### src/rtl/isqrt_seq.sv
// -----------------------------------------------------------------------------
// isqrt_seq -- sequential unsigned fixed-point square root.
//
// Inverse of the approximate squarer on the shading path. The radicand carries
// the squarer's POST_SHIFT scaling, so the unit roots E = in_data << POST_SHIFT
// and returns the N-bit root in the original fixed-point format. It uses the
// restoring digit-by-digit method and produces one root bit per clock.
//
// Parameters:
//   N          root width; the radicand is 2N bits wide
//   POST_SHIFT left pre-shift applied to the radicand (must be even)
//   ITER       (2N+POST_SHIFT)/2 iterations, derived internally
//
// Ports:
//   clk        rising-edge clock
//   rst        synchronous active-high reset
//   in_valid   radicand valid
//   in_ready   unit idle and able to accept a radicand
//   in_data    unsigned radicand, 2N bits
//   out_valid  result valid
//   out_ready  consumer accepts the result
//   out_root   floor(sqrt(in_data << POST_SHIFT)), saturated to N bits
//   out_sat    the true root did not fit in N bits
//
// Handshake: a transfer happens on a rising edge where valid and ready are
// both high. in_ready is high only in IDLE, and out_valid only in DONE; while
// out_valid is high, out_root/out_sat stay stable until out_ready is seen.
//
// Optional build macro ISQRT_EARLY_EXIT_EN: a leading-one detector skips the
// all-zero leading bit pairs of E, so the iteration count becomes p+1 (p =
// index of the highest nonzero bit pair, 1 iteration for a zero radicand).
// Results are bit-identical to the fixed-latency build.
// -----------------------------------------------------------------------------
module isqrt_seq #(
    parameter int N          = 16,
    parameter int POST_SHIFT = 8
) (
    input  logic             clk,
    input  logic             rst,
    input  logic             in_valid,
    output logic             in_ready,
    input  logic [2*N-1:0]   in_data,
    output logic             out_valid,
    input  logic             out_ready,
    output logic [N-1:0]     out_root,
    output logic             out_sat
);

    localparam int EW   = 2*N + POST_SHIFT;  // extended radicand width
    localparam int ITER = EW / 2;            // root bits / iterations
    localparam int RW   = ITER + 2;          // remainder width
    localparam int CW   = $clog2(ITER + 1);  // iteration counter width

    if ((POST_SHIFT % 2) != 0) begin : g_bad_shift
        $error("isqrt_seq: POST_SHIFT must be even");
    end

    typedef enum logic [1:0] {
        IDLE = 2'd0,
        BUSY = 2'd1,
        DONE = 2'd2
    } state_t;

    state_t          state_q, state_d;
    logic [EW-1:0]   ext_q, ext_d;
    logic [ITER-1:0] root_q, root_d;
    logic [RW-1:0]   rem_q, rem_d;
    logic [CW-1:0]   cnt_q, cnt_d;
    logic            in_ready_q, in_ready_d;
    logic            out_valid_q, out_valid_d;
    logic [N-1:0]    out_root_q, out_root_d;
    logic            out_sat_q, out_sat_d;

    // Extended radicand and the values loaded at the accept edge.
    logic [EW-1:0]   e_in;
    logic [EW-1:0]   ext_init;
    logic [CW-1:0]   cnt_init;

    assign e_in = EW'(in_data) << POST_SHIFT;

`ifdef ISQRT_EARLY_EXIT_EN
    // Leading-one detector over bit pairs: the last hit in the ascending loop
    // is the highest nonzero pair. E is moved up so that pair sits at the top,
    // which is exactly where the fixed build would be after skipping the
    // leading zero pairs (those iterations only shift zeros into the root).
    int lod_p;
    int lod_sh;

    always_comb begin
        lod_p = 0;
        for (int i = 0; i < ITER; i++) begin
            if (e_in[2*i +: 2] != 2'b00) begin
                lod_p = i;
            end
        end
        lod_sh   = 2 * (ITER - 1 - lod_p);
        ext_init = e_in << lod_sh;
        cnt_init = CW'(lod_p + 1);
    end
`else
    always_comb begin
        ext_init = e_in;
        cnt_init = CW'(ITER);
    end
`endif

    // One restoring step: bring down the next bit pair, try {root, 01}.
    logic [RW-1:0]   rem_shift;
    logic [RW-1:0]   trial;
    logic [RW-1:0]   rem_step;
    logic [ITER-1:0] root_step;
    logic            sat_step;

    always_comb begin
        // The remainder never exceeds 2*root, so its top two bits are zero
        // before the shift and can be dropped.
        rem_shift = {rem_q[RW-3:0], ext_q[EW-1 -: 2]};
        trial     = {root_q, 2'b01};
        if (rem_shift >= trial) begin
            rem_step  = rem_shift - trial;
            root_step = {root_q[ITER-2:0], 1'b1};
        end else begin
            rem_step  = rem_shift;
            root_step = {root_q[ITER-2:0], 1'b0};
        end
        sat_step = |(root_step >> N);
    end

    always_comb begin
        state_d     = state_q;
        ext_d       = ext_q;
        root_d      = root_q;
        rem_d       = rem_q;
        cnt_d       = cnt_q;
        in_ready_d  = in_ready_q;
        out_valid_d = out_valid_q;
        out_root_d  = out_root_q;
        out_sat_d   = out_sat_q;

        case (state_q)
            IDLE: begin
                if (in_valid) begin
                    state_d    = BUSY;
                    ext_d      = ext_init;
                    root_d     = '0;
                    rem_d      = '0;
                    cnt_d      = cnt_init;
                    in_ready_d = 1'b0;
                end
            end
            BUSY: begin
                ext_d  = ext_q << 2;
                root_d = root_step;
                rem_d  = rem_step;
                cnt_d  = cnt_q - 1'b1;
                if (cnt_q == CW'(1)) begin
                    // Results are captured from the final step so they are
                    // valid on the same edge that enters DONE.
                    state_d     = DONE;
                    out_valid_d = 1'b1;
                    out_sat_d   = sat_step;
                    out_root_d  = sat_step ? '1 : root_step[N-1:0];
                end
            end
            DONE: begin
                if (out_ready) begin
                    state_d     = IDLE;
                    out_valid_d = 1'b0;
                    in_ready_d  = 1'b1;
                end
            end
            default: begin
                state_d     = IDLE;
                out_valid_d = 1'b0;
                in_ready_d  = 1'b1;
            end
        endcase
    end

    always_ff @(posedge clk) begin
        if (rst) begin
            state_q     <= IDLE;
            ext_q       <= '0;
            root_q      <= '0;
            rem_q       <= '0;
            cnt_q       <= '0;
            in_ready_q  <= 1'b1;
            out_valid_q <= 1'b0;
            out_root_q  <= '0;
            out_sat_q   <= 1'b0;
        end else begin
            state_q     <= state_d;
            ext_q       <= ext_d;
            root_q      <= root_d;
            rem_q       <= rem_d;
            cnt_q       <= cnt_d;
            in_ready_q  <= in_ready_d;
            out_valid_q <= out_valid_d;
            out_root_q  <= out_root_d;
            out_sat_q   <= out_sat_d;
        end
    end

    assign in_ready  = in_ready_q;
    assign out_valid = out_valid_q;
    assign out_root  = out_root_q;
    assign out_sat   = out_sat_q;

endmodule

### config.mk
export PLATFORM = sky130hd
export DESIGN_NAME = isqrt_seq
export DESIGN_NICKNAME = d
export VERILOG_FILES = /design/src/rtl/isqrt_seq.sv
export SDC_FILE = /design/constraint.sdc
export NUM_CORES = 1
export LEC_CHECK = 0
export CORE_MARGIN = 8
export CORE_UTILIZATION = 62
export DETAILED_ROUTE_END_ITERATION = 8
export GPL_ROUTABILITY_DRIVEN = 0
export PLACE_DENSITY = 0.93
export RECOVER_POWER = 50
export SLEW_MARGIN = 20
export SYNTH_ARGS = -nofsm -noshare
export SYNTH_HDL_FRONTEND = slang
export SYNTH_SLANG_ARGS = --single-unit
### constraint.sdc
create_clock -name clk -period 5.1 [get_ports clk]
set_input_delay 0.765 -clock clk [delete_from_list [all_inputs] [get_ports clk]]
set_output_delay 0.765 -clock clk [all_outputs]
set_load 0.02 [all_outputs]
; Word-level counts from Yosys, hierarchy flattened
; Cells that the tools add are included.
[classes]
add_sub_neg = 2
eq_ne = 6
n_lt_le_gt_ge = 1
n_reduce_logical = 8
bitwise = 2
mux = 21
[ops]
columns = cell, n
row1 = case mux 20 bit (2 select lines), 2
row2 = case mux 40 bit (2 select lines), 1
row3 = 2-to-1 mux 20 bit, 3
row4 = 2-to-1 mux 40 bit, 1
row5 = greater-or-equal comparator 22 bit, 1
row6 = subtractor 20 bit, 1
row7 = 2-to-1 mux 16 bit, 1
row8 = case mux 5 bit (2 select lines), 1
row9 = AND reduction 3 bit, 3
row10 = 2-to-1 mux 2 bit, 3
row11 = != test 2 bit (second input constant), 3
row12 = case mux 1 bit (3 select lines), 2
row13 = case mux 2 bit (3 select lines), 1
row14 = == test 5 x 1 -> 1 bit (second input constant), 1
row15 = 2-to-1 mux 1 bit, 5
row16 = 2-to-1 mux 5 bit, 1
row17 = subtractor 5 x 1 -> 5 bit (second input constant), 1
row18 = AND reduction 2 bit, 2
row19 = OR reduction 4 bit, 1
row20 = == test 2 x 1 -> 1 bit (second input constant), 1
row21 = == test 2 bit (second input constant), 1
row22 = logical NOT 2 bit, 1
row23 = NOT 1 bit, 2
row24 = nonzero test 2 bit, 1
[totals]
inputBits = 36
elab_cells = 49
out_inout_bits = 19
ff_bits = 106

; Depth between registers and ports, before layout
[logic_depth]
ltp_word = 3
depth_mapped = 11
mapped_depth_nobuf = 9

; Worst setup path after synthesis
; OpenSTA, ideal clock, no wires.
[synth_timing]
kind = reg2reg
start = register root_q[5]
end = register root_q[0]
required_time_ns = 4.972
arrival_time_ns = 2.119
setup_time_ns = 0.128
slack_ns = 2.853
stages_incl_launch_ff = 10
period_less_slack_ns = 2.247
path_cell_list = dfxtp_1 > inv_1 > ha_1 > a2111o_1 > o21ai_2 > a311o_2 > nand3_4 > buf_12 > a22oi_1 > nor2_1
[synth_between]
elab_chain_len = 3
[synth_lines]
columns = item, line
row1 = start: declaration, 66  ; logic [ITER-1:0] root_q, root_d;
row2 = start signal: assignment, 194  ; root_q <= root_d;
row3 = greater-or-equal comparator 22 bit, 119  ; if (rem_shift >= trial) begin
row4 = 2-to-1 mux 1 bit, 119
row5 = case mux 20 bit (2 select lines), 140  ; case (state_q)
; No other way between the ends.
; A chain may end at the register's enable or synchronous reset.

==> impl_metrics.tcl <==
set metrics [dict create \
    setup_viol 0 \
    violations "capacitance limit, slew limit" \
    synth_area_um2 5330 \
    post_cts_buffers 0 \
    synthAdderAreaFrac_pct 5.63 \
    hold_viol_final 0 \
    clockBufferDepth 2 \
    start_kind "input port" \
    synth-compound-area-share_pct 18.1 \
    critPathLaunch "rst" \
    critPathRequiredTime_ns 5.35 \
    r2r_start "state_q[0]" \
    max_slew_margin_pct -20.2 \
    vdd_ir_drop_max_mv 0.416 \
    total_power_mw 3.15 \
    crit_end "rem_q[15]" \
    synth.distinct_cells 54 \
    antenna_left 0 \
    final_nets 784 \
    synthMuxAreaShare_pct 3.38 \
    die-area_um2 11800 \
    rsz0062_at_grt "false" \
    reg2reg_setup_slack_ns 2.08 \
    tightest_slew_ns 1.80 \
    clk_latency_ns 0.36 \
    cap_violations 2 \
    synthFlopType "dfxtp_1" \
    post_synth.cell_area_avg_um2 7.63 \
    slew_violations 84 \
    wl_per_cell_um 15.7 \
    grt-ovfl-total 0 \
    grtUsageTotal_pct 22.4 \
    fin_util_pct 70.3 \
    critPathKind "input port to flop" \
    critPathMaxFanout 41 \
    core_um2 8550 \
    cts-htree-levels 3 \
    p_leak_nw 2.55 \
    io_buffers 54 \
    cts_tree "done" \
    post-route-min-period_ns 3.97 \
    period_share_pct 77.9 \
    synth_edf_count 0 \
    whs_path_depth 2 \
    firstDrtPassIters 5 \
    vias 5039 \
    rr_worst_depth 5 \
    grt_max_degree 70 \
    pin_count 55 \
    hp-class "flop to flop" \
    synth_cells 699 \
    cts_buffers 9 \
    ys_warn_count 0 \
    hp-start "ext_q[36]" \
    ys_seq_elements 98 \
    place_hpwl_um 8950 \
    ys_seq_area_share_pct 36.8 \
    fin_tns_setup_ns 0 \
    path_clk_slew_ns 0.09 \
    row_count 34 \
    antenna-diode-count 0 \
    remaining_drc_errors 0 \
    synth_nets 759 \
    routed_wl_um 13200 \
    grt_pass1_vias 4887 \
    synth_area_leader_cell "dfxtp_1" \
    fin_ws_ns 1.13 \
    antenna_found_initial 0 \
    synth_top_family_by_area "simple AND/OR/NAND/NOR gates" \
    synth-simple-area-share_pct 26.9 \
    preCtsSetupSlack_ns 2.05 \
    synth.most_common_cell "nor2_1" \
    worstPathArrival_ns 4.22 \
    power_density_nw_per_um2 524 \
    routed_via_density 6.02 \
    start_util_pct 62.4 \
    skew_ns 0.0122 \
    syn2layout_area_growth_pct 12.7 \
    clock_sinks 98 \
    drive_gt1_share_pct 3.98 \
    first_iter_violations 329 \
    fp.dieH_um 109 \
    cts_resized 0 \
    synthTopCellsByCount "nor2_1 (168), dfxtp_1 (98), a21oi_1 (53)" \
    die_w_um 109 \
    root_buffer "clkbuf_8" \
    status "finished, violations left" \
    synth_xor_area_share_pct 2.79 \
    synthArstFlopShare_pct 0 \
    hold_buffers 0 \
    reg2reg_to "out_root[0]" \
    cp-end-kind "flop" \
    grt_pass1_wl_um 22100 \
    yosysTopAreaCellShare_pct 36.8 \
    fmax_mhz 252 \
    synth_area_leaders "dfxtp_1 (37%), nor2_1 (12%), ha_1 (5.6%), a21oi_1 (5.0%), nor3_1 (4.6%)" \
]
[worst max-delay path, cell delays in order]
cell and delay [ns]:
clkbuf_1 1.27, clkbuf_1 1.38, nor2_1 0.12, buf_4 0.29
a221o_1 0.36
[final cells by class]
class                           instances  area, µm²
Multi-Input combinational cell        528       3030
Fill cell                             657       2540
Sequential cell                        98       1960
Timing Repair Buffer                   59        564
Clock buffer                           11        151
Tap cell                              108        135
Inverter                               28        105
Clock inverter                          5       61.3
[layout by cell type, fill, tap and decap left out, drive strengths merged, types with 9 or more instances in the layout]
cell type and instances:
inv 29, xor2 10, nor2b 30, ha 24, nor2 168, a21oi 53
dfxtp 98, clkbuf 14, o211ai 9, nand2 39, mux2i 18, o21ai 33
clkdlybuf4s50 33, nor3 50, a22oi 23, dlygate4sd3 20, a21o 9
[registers in the layout, summed over array words and instances (netlist names)]
| name | flops |
|---|---|
| rem_q | 20 |
| root_q | 20 |
| out_sat | 1 |
| cnt_q | 5 |
| state_q | 2 |
| in_ready | 1 |
| ext_q | 32 |
| out_root | 16 |
| out_valid | 1 |
[layer usage]
| metal | wire length [µm] | global-route usage (%) |
|---|---|---|
| met4 | 310 | 9.97 |
| met2 | 6270 | 37.1 |
| met5 | 0 | 0 |
| met3 | 905 | 4.43 |
| met1 | 5670 | 27.7 |
[metrics by stage]
stage	area, µm²	instances	hold slack [ns]
after floorplan	5330	699	0.432
after global placement	5810	821	0.450
after detailed placement	5810	821	0.450
after CTS	6020	837	0.469
after global routing	6010	837	0.491
final	6010	837	0.471
[kinds of logic (layout without fill, tap and decap cells)]
logic type,after synthesis,in the layout
AOI/OAI and AO/OA,154,154
xor gates and xnor gates,17,17
adders and majority gates,24,24
buffers and inverters,73,103
DFF,98,98
muxes,18,18
and+or+nand+nor,315,315
[where the power goes]
part | internal [mW] | switching (mW) | total [mW]
Sequential | 0.844 | 0.0665 | 0.911
Clock | 0.256 | 0.270 | 0.526
Combinational | 0.732 | 0.982 | 1.71
[worst min path at each step]
stage | to | slack [ns]
4_1_cts | ext_q[36] | 0.47
6_report | ext_q[36] | 0.47
3_5_place_dp | rem_q[18] | 0.45
5_1_grt | ext_q[36] | 0.49
3_3_place_gp | rem_q[18] | 0.45
2_1_floorplan | rem_q[18] | 0.43
Note: power is estimated with default switching activity, not from simulation.
